`config.mk`:
```
export PLATFORM = sky130hd
export DESIGN_NAME = coord_project_seq
export DESIGN_NICKNAME = d
export VERILOG_FILES = /design/src/rtl/coord_project_seq.sv
export SDC_FILE = /design/constraint.sdc
export NUM_CORES = 2
export LEC_CHECK = 0
export BUFFER_PORTS_ARGS = -buffer_cell sky130_fd_sc_hd__buf_2
export CAP_MARGIN = 20
export CORE_UTILIZATION = 35
export DETAILED_ROUTE_END_ITERATION = 7
export SYNTH_ARGS = -nofsm -noshare
export SYNTH_HDL_FRONTEND = slang
export SYNTH_SLANG_ARGS = --single-unit
```
`constraint.sdc`:
```
create_clock -name clk -period 7.2 [get_ports clk]
set_input_delay 0 -clock clk [delete_from_list [all_inputs] [get_ports clk]]
set_output_delay 0 -clock clk [all_outputs]
set_load 0.02 [all_outputs]
```
`src/rtl/coord_project_seq.sv`:
```
// Projects an unsigned 3D point onto the image plane with pinhole intrinsics,
// scales to output units, clamps to the image and mirrors by source quadrant.
module coord_project_seq #(
    parameter int DW    = 16,
    parameter int CW    = 10,
    parameter int IMG_W = 4000,
    parameter int IMG_H = 2900,
    parameter int RATE  = 19
) (
    input  logic          clk,
    input  logic          rst_n,
    input  logic          in_valid,
    output logic          in_ready,
    input  logic [DW-1:0] x,
    input  logic [DW-1:0] y,
    input  logic [DW-1:0] z,
    input  logic [1:0]    quadrant,
    input  logic          cfg_we,
    input  logic [1:0]    cfg_addr,
    input  logic [CW-1:0] cfg_data,
    output logic          out_valid,
    input  logic          out_ready,
    output logic [DW-1:0] x_2d,
    output logic [DW-1:0] y_2d,
    output logic          out_err
);
    localparam int NW   = DW + CW + 1;
    localparam int PW   = NW + $clog2(RATE + 1);
    localparam int CNTW = $clog2(NW + 1);

    typedef enum logic [1:0] {IDLE, DIV, POST, HOLD} state_t;

    state_t state, state_nx;

    logic [CW-1:0]   fx, fy, cx, cy;
    logic [CW-1:0]   sfx, sfy, scx, scy;
    logic [DW-1:0]   sx, sy, sz;
    logic [1:0]      sq;
    logic [NW-1:0]   qx, qy;
    logic [DW-1:0]   rx, ry;
    logic [CNTW-1:0] cnt;
    logic            accept;
    logic            z_zero;
    logic [NW-1:0]   nx, ny;
    logic [PW-1:0]   scaled_x, scaled_y;
    logic [DW-1:0]   tx, ty;

    function automatic logic [DW+NW-1:0] div_step(input logic [NW-1:0] n,
                                                  input logic [DW-1:0] r,
                                                  input logic [DW-1:0] d);
        logic [DW:0]   trial;
        logic [DW-1:0] diff;
        trial = {r, n[NW-1]};
        diff  = trial[DW-1:0] - d;
        if (trial >= {1'b0, d})
            return {diff, n[NW-2:0], 1'b1};
        else
            return {trial[DW-1:0], n[NW-2:0], 1'b0};
    endfunction

    assign in_ready = rst_n & (state == IDLE);
    assign accept   = in_valid & in_ready;
    assign z_zero   = (sz == '0);

    assign nx = NW'(sfx) * NW'(sx) + NW'(scx) * NW'(sz);
    assign ny = NW'(sfy) * NW'(sy) + NW'(scy) * NW'(sz);

    assign scaled_x = PW'(qx) * PW'(RATE);
    assign scaled_y = PW'(qy) * PW'(RATE);
    assign tx = (scaled_x > PW'(IMG_W)) ? DW'(IMG_W) : DW'(scaled_x);
    assign ty = (scaled_y > PW'(IMG_H)) ? DW'(IMG_H) : DW'(scaled_y);

    always_ff @(posedge clk or negedge rst_n) begin
        if (!rst_n) begin
            fx <= CW'(185);
            fy <= CW'(185);
            cx <= CW'(105);
            cy <= CW'(77);
        end else if (cfg_we) begin
            case (cfg_addr)
                2'd0:    fx <= cfg_data;
                2'd1:    fy <= cfg_data;
                2'd2:    cx <= cfg_data;
                default: cy <= cfg_data;
            endcase
        end
    end

    always_ff @(posedge clk or negedge rst_n) begin
        if (!rst_n) state <= IDLE;
        else        state <= state_nx;
    end

    always_comb begin
        state_nx = state;
        case (state)
            IDLE: if (accept) state_nx = DIV;
            DIV:  if (cnt == CNTW'(NW)) state_nx = POST;
            POST: state_nx = HOLD;
            HOLD: if (out_ready) state_nx = IDLE;
            default: state_nx = IDLE;
        endcase
    end

    // DIV spends its first cycle forming nx/ny from the snapshot, then NW
    // quotient steps; this gives the fixed accept-to-valid latency of NW+2.
    always_ff @(posedge clk or negedge rst_n) begin
        if (!rst_n) begin
            sfx <= '0; sfy <= '0; scx <= '0; scy <= '0;
            sx <= '0; sy <= '0; sz <= '0; sq <= '0;
            qx <= '0; qy <= '0; rx <= '0; ry <= '0;
            cnt <= '0;
            x_2d <= '0; y_2d <= '0; out_err <= 1'b0; out_valid <= 1'b0;
        end else begin
            case (state)
                IDLE: begin
                    cnt <= '0;
                    if (accept) begin
                        sx <= x; sy <= y; sz <= z; sq <= quadrant;
                        sfx <= fx; sfy <= fy; scx <= cx; scy <= cy;
                    end
                end
                DIV: begin
                    cnt <= cnt + 1'b1;
                    if (cnt == '0) begin
                        qx <= z_zero ? '0 : nx;
                        qy <= z_zero ? '0 : ny;
                        rx <= '0;
                        ry <= '0;
                    end else if (!z_zero) begin
                        {rx, qx} <= div_step(qx, rx, sz);
                        {ry, qy} <= div_step(qy, ry, sz);
                    end
                end
                POST: begin
                    out_valid <= 1'b1;
                    out_err   <= z_zero;
                    if (z_zero) begin
                        x_2d <= '0;
                        y_2d <= '0;
                    end else begin
                        x_2d <= (sq[0] == sq[1]) ? tx : DW'(IMG_W) - tx;
                        y_2d <= sq[1] ? ty : DW'(IMG_H) - ty;
                    end
                end
                HOLD: if (out_ready) out_valid <= 1'b0;
                default: ;
            endcase
        end
    end

endmodule

```
; ---- After elaboration in Yosys (flattened, before gate mapping)
; Index checks and enable logic that the tools add are counted.
[op_classes]
n_mux = 25
bitwise = 3
eq_ne = 11
n_div = 0
mul = 6
magnitude_cmp = 4
shift = 0
n_addsub = 7
n_reduce_logical = 15
[op_table]
columns = op, n
row1 = $mux 27, 6
row2 = $mux 16, 10
row3 = $mul 10x16->26, 4
row4 = $mux 43, 2
row5 = $gt 32x12->1 const B, 2
row6 = $mul 27x5->32 const B, 2
row7 = $add 26x26->27, 2
row8 = $ge 17x16->1, 2
row9 = $sub 12x16->16 const A, 2
row10 = $sub 16x16->16, 2
row11 = $logic_not 16->1, 1
row12 = $reduce_and 2->1, 7
row13 = $pmux 5 s2, 1
row14 = $pmux 2 s4, 1
row15 = $eq 2x2->1 const B, 3
row16 = $mux 2, 3
row17 = $ne 2x2->1 const B, 3
row18 = $add 5x1->5 const B, 1
row19 = $eq 5x5->1 const B, 1
row20 = $logic_not 5->1, 1
row21 = $eq 2x1->1 const B, 2
row22 = $logic_not 2->1, 2
row23 = $reduce_bool 2->1, 2
row24 = $reduce_and 3->1, 1
row25 = other kinds (7), 8
[totals]
mem_bits_ro = 0
mem_bits_rw = 0
latchBits = 0
memories = 0
register_bits = 257

; ---- Longest topological paths before layout
[depth]
depth_word = 6
depth_mapped = 29
mapped_depth_nobuf = 26

; ---- Worst setup path before layout
; OpenSTA, ideal clock, no wires.
[synth_timing]
kind = reg-to-reg
start = register scy[1]
end = register qy[25]
stages_incl_launch_ff = 28
slack_ps = 235
arrival_time_ps = 6843
n_path_buf = 3
setup_time_ps = 122
synth_period_minus_slack_ps = 6965
cell_sequence = dfrtp_1 clkbuf_1 clkbuf_1 nand2_1 fa_1 inv_1 fa_1 fa_1 fa_1 fa_1 fa_1 inv_1 fa_1 inv_1 ha_1 clkbuf_1 a21o_1 a31o_2 a21oi_1 o21ai_0 a21o_1 a21o_1 a21o_1 o21ai_0 a21oi_1 o41ai_1 mux2i_1 nand2_1
[synth_between]
elab_chain_cells = 4
[synth_lines]
columns = element, line_no
row1 = start: declaration, 36  ; logic [CW-1:0] sfx, sfy, scx, scy;
row2 = start signal: assignment, 109  ; sfx <= '0; sfy <= '0; scx <= '0; scy <= '0;
row3 = start signal: assignment, 120  ; sfx <= fx; sfy <= fy; scx <= cx; scy <= cy;
row4 = $mul 10x16->26, 66  ; assign ny = NW'(sfy) * NW'(sy) + NW'(scy) * NW'(sz);
row5 = $add 26x26->27, 66
row6 = $mux 27, 127  ; qy <= z_zero ? '0 : ny;
row7 = $mux 27, 125  ; if (cnt == '0) begin
row8 = end signal: assignment, 127
row9 = end signal: assignment, 132  ; {ry, qy} <= div_step(qy, ry, sz);
row10 = end: declaration, 39  ; logic [NW-1:0] qx, qy;
; Every way passes these cells.
; A chain may end at the register's enable or synchronous reset.

; ---- Worst setup path in the final report
[layout_timing]
start = register sz[13]
end = register qx[24]
[layout_between]
elab_chain_cells = 4
[layout_lines]
columns = element, line_no
row1 = start: declaration, 37  ; logic [DW-1:0] sx, sy, sz;
row2 = start signal: assignment, 110  ; sx <= '0; sy <= '0; sz <= '0; sq <= '0;
row3 = start signal: assignment, 119  ; sx <= x; sy <= y; sz <= z; sq <= quadrant;
row4 = $mul 10x16->26, 65  ; assign nx = NW'(sfx) * NW'(sx) + NW'(scx) * NW'(sz);
row5 = $add 26x26->27, 65
row6 = $mux 27, 126  ; qx <= z_zero ? '0 : nx;
row7 = $mux 27, 125
row8 = end signal: assignment, 126
row9 = end signal: assignment, 131  ; {rx, qx} <= div_step(qx, rx, sz);
row10 = end: declaration, 39
; Parallel ways exist; a longest one is shown, timed or not.

==> run_results.csv <==
group,metric,value,unit
synthesis,netlist_area,0.0393,mm2
min_path,holdPathEnd,"fx[8]",
synthesis,avgSynthCellArea,9.11,um2
cts,clock_tree.buffer_depth,3,
sta,final_max_slew_viol_count,0,
sta,tightest_slew,957,ps
critical_path,arrival,7360,ps
synthesis,synth_ff_type,"dfrtp_1",
placement,place_area,0.0420,mm2
cts,numCtsBuffers,34,
synthesis,yosys.area_share.simple,14.8,%
synthesis,ys_seq_area_share,16.4,%
critical_path,r2r_cells,25,
drt,drtIter0Drc,1750,
critical_path,ff2ff_setup_slack,270,ps
cts,ctsRootBufferMaster,"clkbuf_16",
drt,num_vias,29817,
finish,area_delta_synth_final,12.5,%
critical_path,cp.required,7630,ps
floorplanning,fp.dieH,337,um
placement,post-dp-hpwl,86000,um
synthesis,yosysMostFrequentCell,"inv_1",
finish,final_cell_area,0.0442,mm2
sta,period_share,96.3,%
sta,rsz0062_at_grt,"true",
critical_path,crit_type,"reg2reg",
synthesis,synthXorXnorAreaFrac,2.14,%
finish,antenna_cells,0,
grt,grt-ovfl-total,0,
finish,layout-drive-gt1-share,12.7,%
sta,setup_viol,0,
cts,cts-htree-levels,2,
synthesis,synthTopCellsByCount,"851 x inv_1, 582 x fa_1, 479 x nand2_1",
min_path,holdPathStages,4,
synthesis,ys_types,92,
drt,dr.pass1.iters,6,
synthesis,synth_edf_count,0,
synthesis,synth_compound_area_share,10.7,%
min_path,hold_start,"cfg_addr[0]",
grt,antenna_found_initial,1,
synthesis,synthCells,4313,
drt,drtAntennaViolNets,0,
grt,grt_pass1_wl,169000,um
synthesis,synthTopCellsByArea,"fa_1 30%, dfrtp_1 15%, ha_1 12%, inv_1 8.1%, and2_1 5.2%",
grt,first_global_vias,30702,
grt,grt_use_total,18.9,%
critical_path,start_kind,"register",
synthesis,ys_seq_elements,257,
drt,routedWlPerCell,17.5,um
status,outcome,"complete, no violations",
cts,clk_pin_slew_worst_paths,60,ps
synthesis,synth_top_family_by_area,"adder cells",
floorplanning,start_util,35.4,%
floorplanning,ios,102,
floorplanning,die-area,0.114,mm2
synthesis,yosysWarnings,0,
synthesis,synth_top_area_share,29.7,%
sta,fin_crit,6930,ps
sta,max_freq,144,MHz
placement,place.gp.congestion,0.914,
synthesis,synth.largest_area_cell,"fa_1",
drt,drc,0,
placement,io_buffers,101,
floorplanning,fp.dieW,337,um
cts,tritoncts,"yes",
drt,viasPerCell,4.98,
sta,hold_viol_final,0,
finish,fin_nets,5499,
sta,slew-limit-headroom,34.5,%
cts,insertion_delay,580,ps
job,drv_cap,0,
critical_path,r2r_start,"sz[13]",
synthesis,yosys.area_share.adder,41.5,%
synthesis,syn_nets,5334,
floorplanning,rows,122,
min_path,worstHoldPathType,"in2reg",
synthesis,synthMuxAreaShare,4.39,%
critical_path,cp-end-kind,"register",
critical_path,r2r_end,"qx[24]",
floorplanning,coreArea,0.111,mm2
synthesis,ys_async_sr_fraction,100,%
sta,fin_worst_skew,38.9,ps
critical_path,crit_fanout,10,
cts,cts_sinks,257,
drt,routed_wl,105000,um
grt,grt_max_degree,88,
-- cells by family after synthesis --
logic type,count (synthesis)
and+or+nand+nor,1175
adders and majority gates,954
xor gates and xnor gates,96
muxes,156
AOI/OAI and AO/OA,633
DFF,257
buffers and inverters,1042
-- worst max-delay path, cell delays in order, from the launching register on --
cell and delay, ps:
dfrtp_2 460, buf_4 240, nand2_1 100, fa_1 520
inv_1 60, fa_1 490, fa_1 540, fa_1 550
fa_1 520, fa_1 490, inv_1 50, fa_1 480
inv_1 40, ha_2 300, a21oi_2 180, o21ba_4 180
o21bai_1 90, a21o_1 200, a21oi_2 140, o41ai_2 100
a2111oi_2 370, buf_4 170, o21bai_1 70, or2_2 280
nand3_1 80, o211ai_1 80
-- metal layers --
layer,vias to the layer above,global-route usage (%),wire [um]
li1,14070,-,-
met1,14948,26.8,49000
met2,691,30.1,47500
met3,108,3.32,6250
met4,0,3.69,1840
met5,-,0,0
-- cell type report --
| cell class | instances | area (um2) |
|---|---|---|
| Fill cell | 11142 | 66800 |
| Multi-Input combinational cell | 3014 | 29000 |
| Sequential cell | 257 | 6510 |
| Inverter | 852 | 3200 |
| Timing Repair Buffer | 319 | 2340 |
| Tap cell | 1488 | 1860 |
| Clock buffer | 44 | 970 |
| Clock inverter | 16 | 298 |
-- state kept, by name (all words and copies together) (netlist names), 16 cells and up --
name and flops:
sy 16, qy 27, sx 16, rx 16
x_2d 16, qx 27, sz 16, ry 16
y_2d 16
-- how the worst max path moves through the flow --
stage            from     end  depth (start not counted)
5_1_grt         sy[2]  qy[23]                         25
6_report       sz[13]  qx[24]                         25
3_3_place_gp    sy[5]  qy[26]                         24
2_1_floorplan  scy[1]  qy[25]                         27
3_5_place_dp    sy[7]  qy[25]                         26
4_1_cts         sy[7]  qy[25]                         26
-- placed cells by master, fill, tap and decap left out, types with 24 or more instances in the layout --
master,count
inv_1,851
fa_1,580
nand2_1,477
ha_1,368
and2_1,324
dfrtp_1,193
o21ai_0,153
buf_4,150
a21oi_1,144
nor2_1,136
mux2_2,132
buf_2,101
dlygate4sd3_1,63
xnor2_1,61
nand3_1,54
a21o_1,53
dfrtp_2,46
xor2_1,35
nand4_1,35
clkbuf_16,35
nor3_1,28
nand2b_1,27
o22ai_1,24
mux2i_1,24
-- through the flow --
stage          TNS (ps)  instances  worst slack, ps  utilization, %  hold slack (ps)
2_1_floorplan         0       4313              235               -             -296
3_3_place_gp          0       5849              154            37.9             71.1
4_1_cts               0       5973             52.4            39.6             2.39
3_5_place_dp          0       5850             93.7            37.9             84.2
6_report              0       5990              270            39.8             43.7
5_1_grt           -1.02       5990            -1.02            39.8             55.1
-- repair_timing --
action | in CTS | in global routing
setup buffers | 0 | 17
endpoints found under the setup margin | 0 | 13
hold endpoints to repair | 177 | 0
resized for setup | 0 | 68
hold buffers | 63 | 0
Power is left out: the tool's default activity adds up to more than one toggle a clock period on the data nets, which glitch-free logic cannot reach.
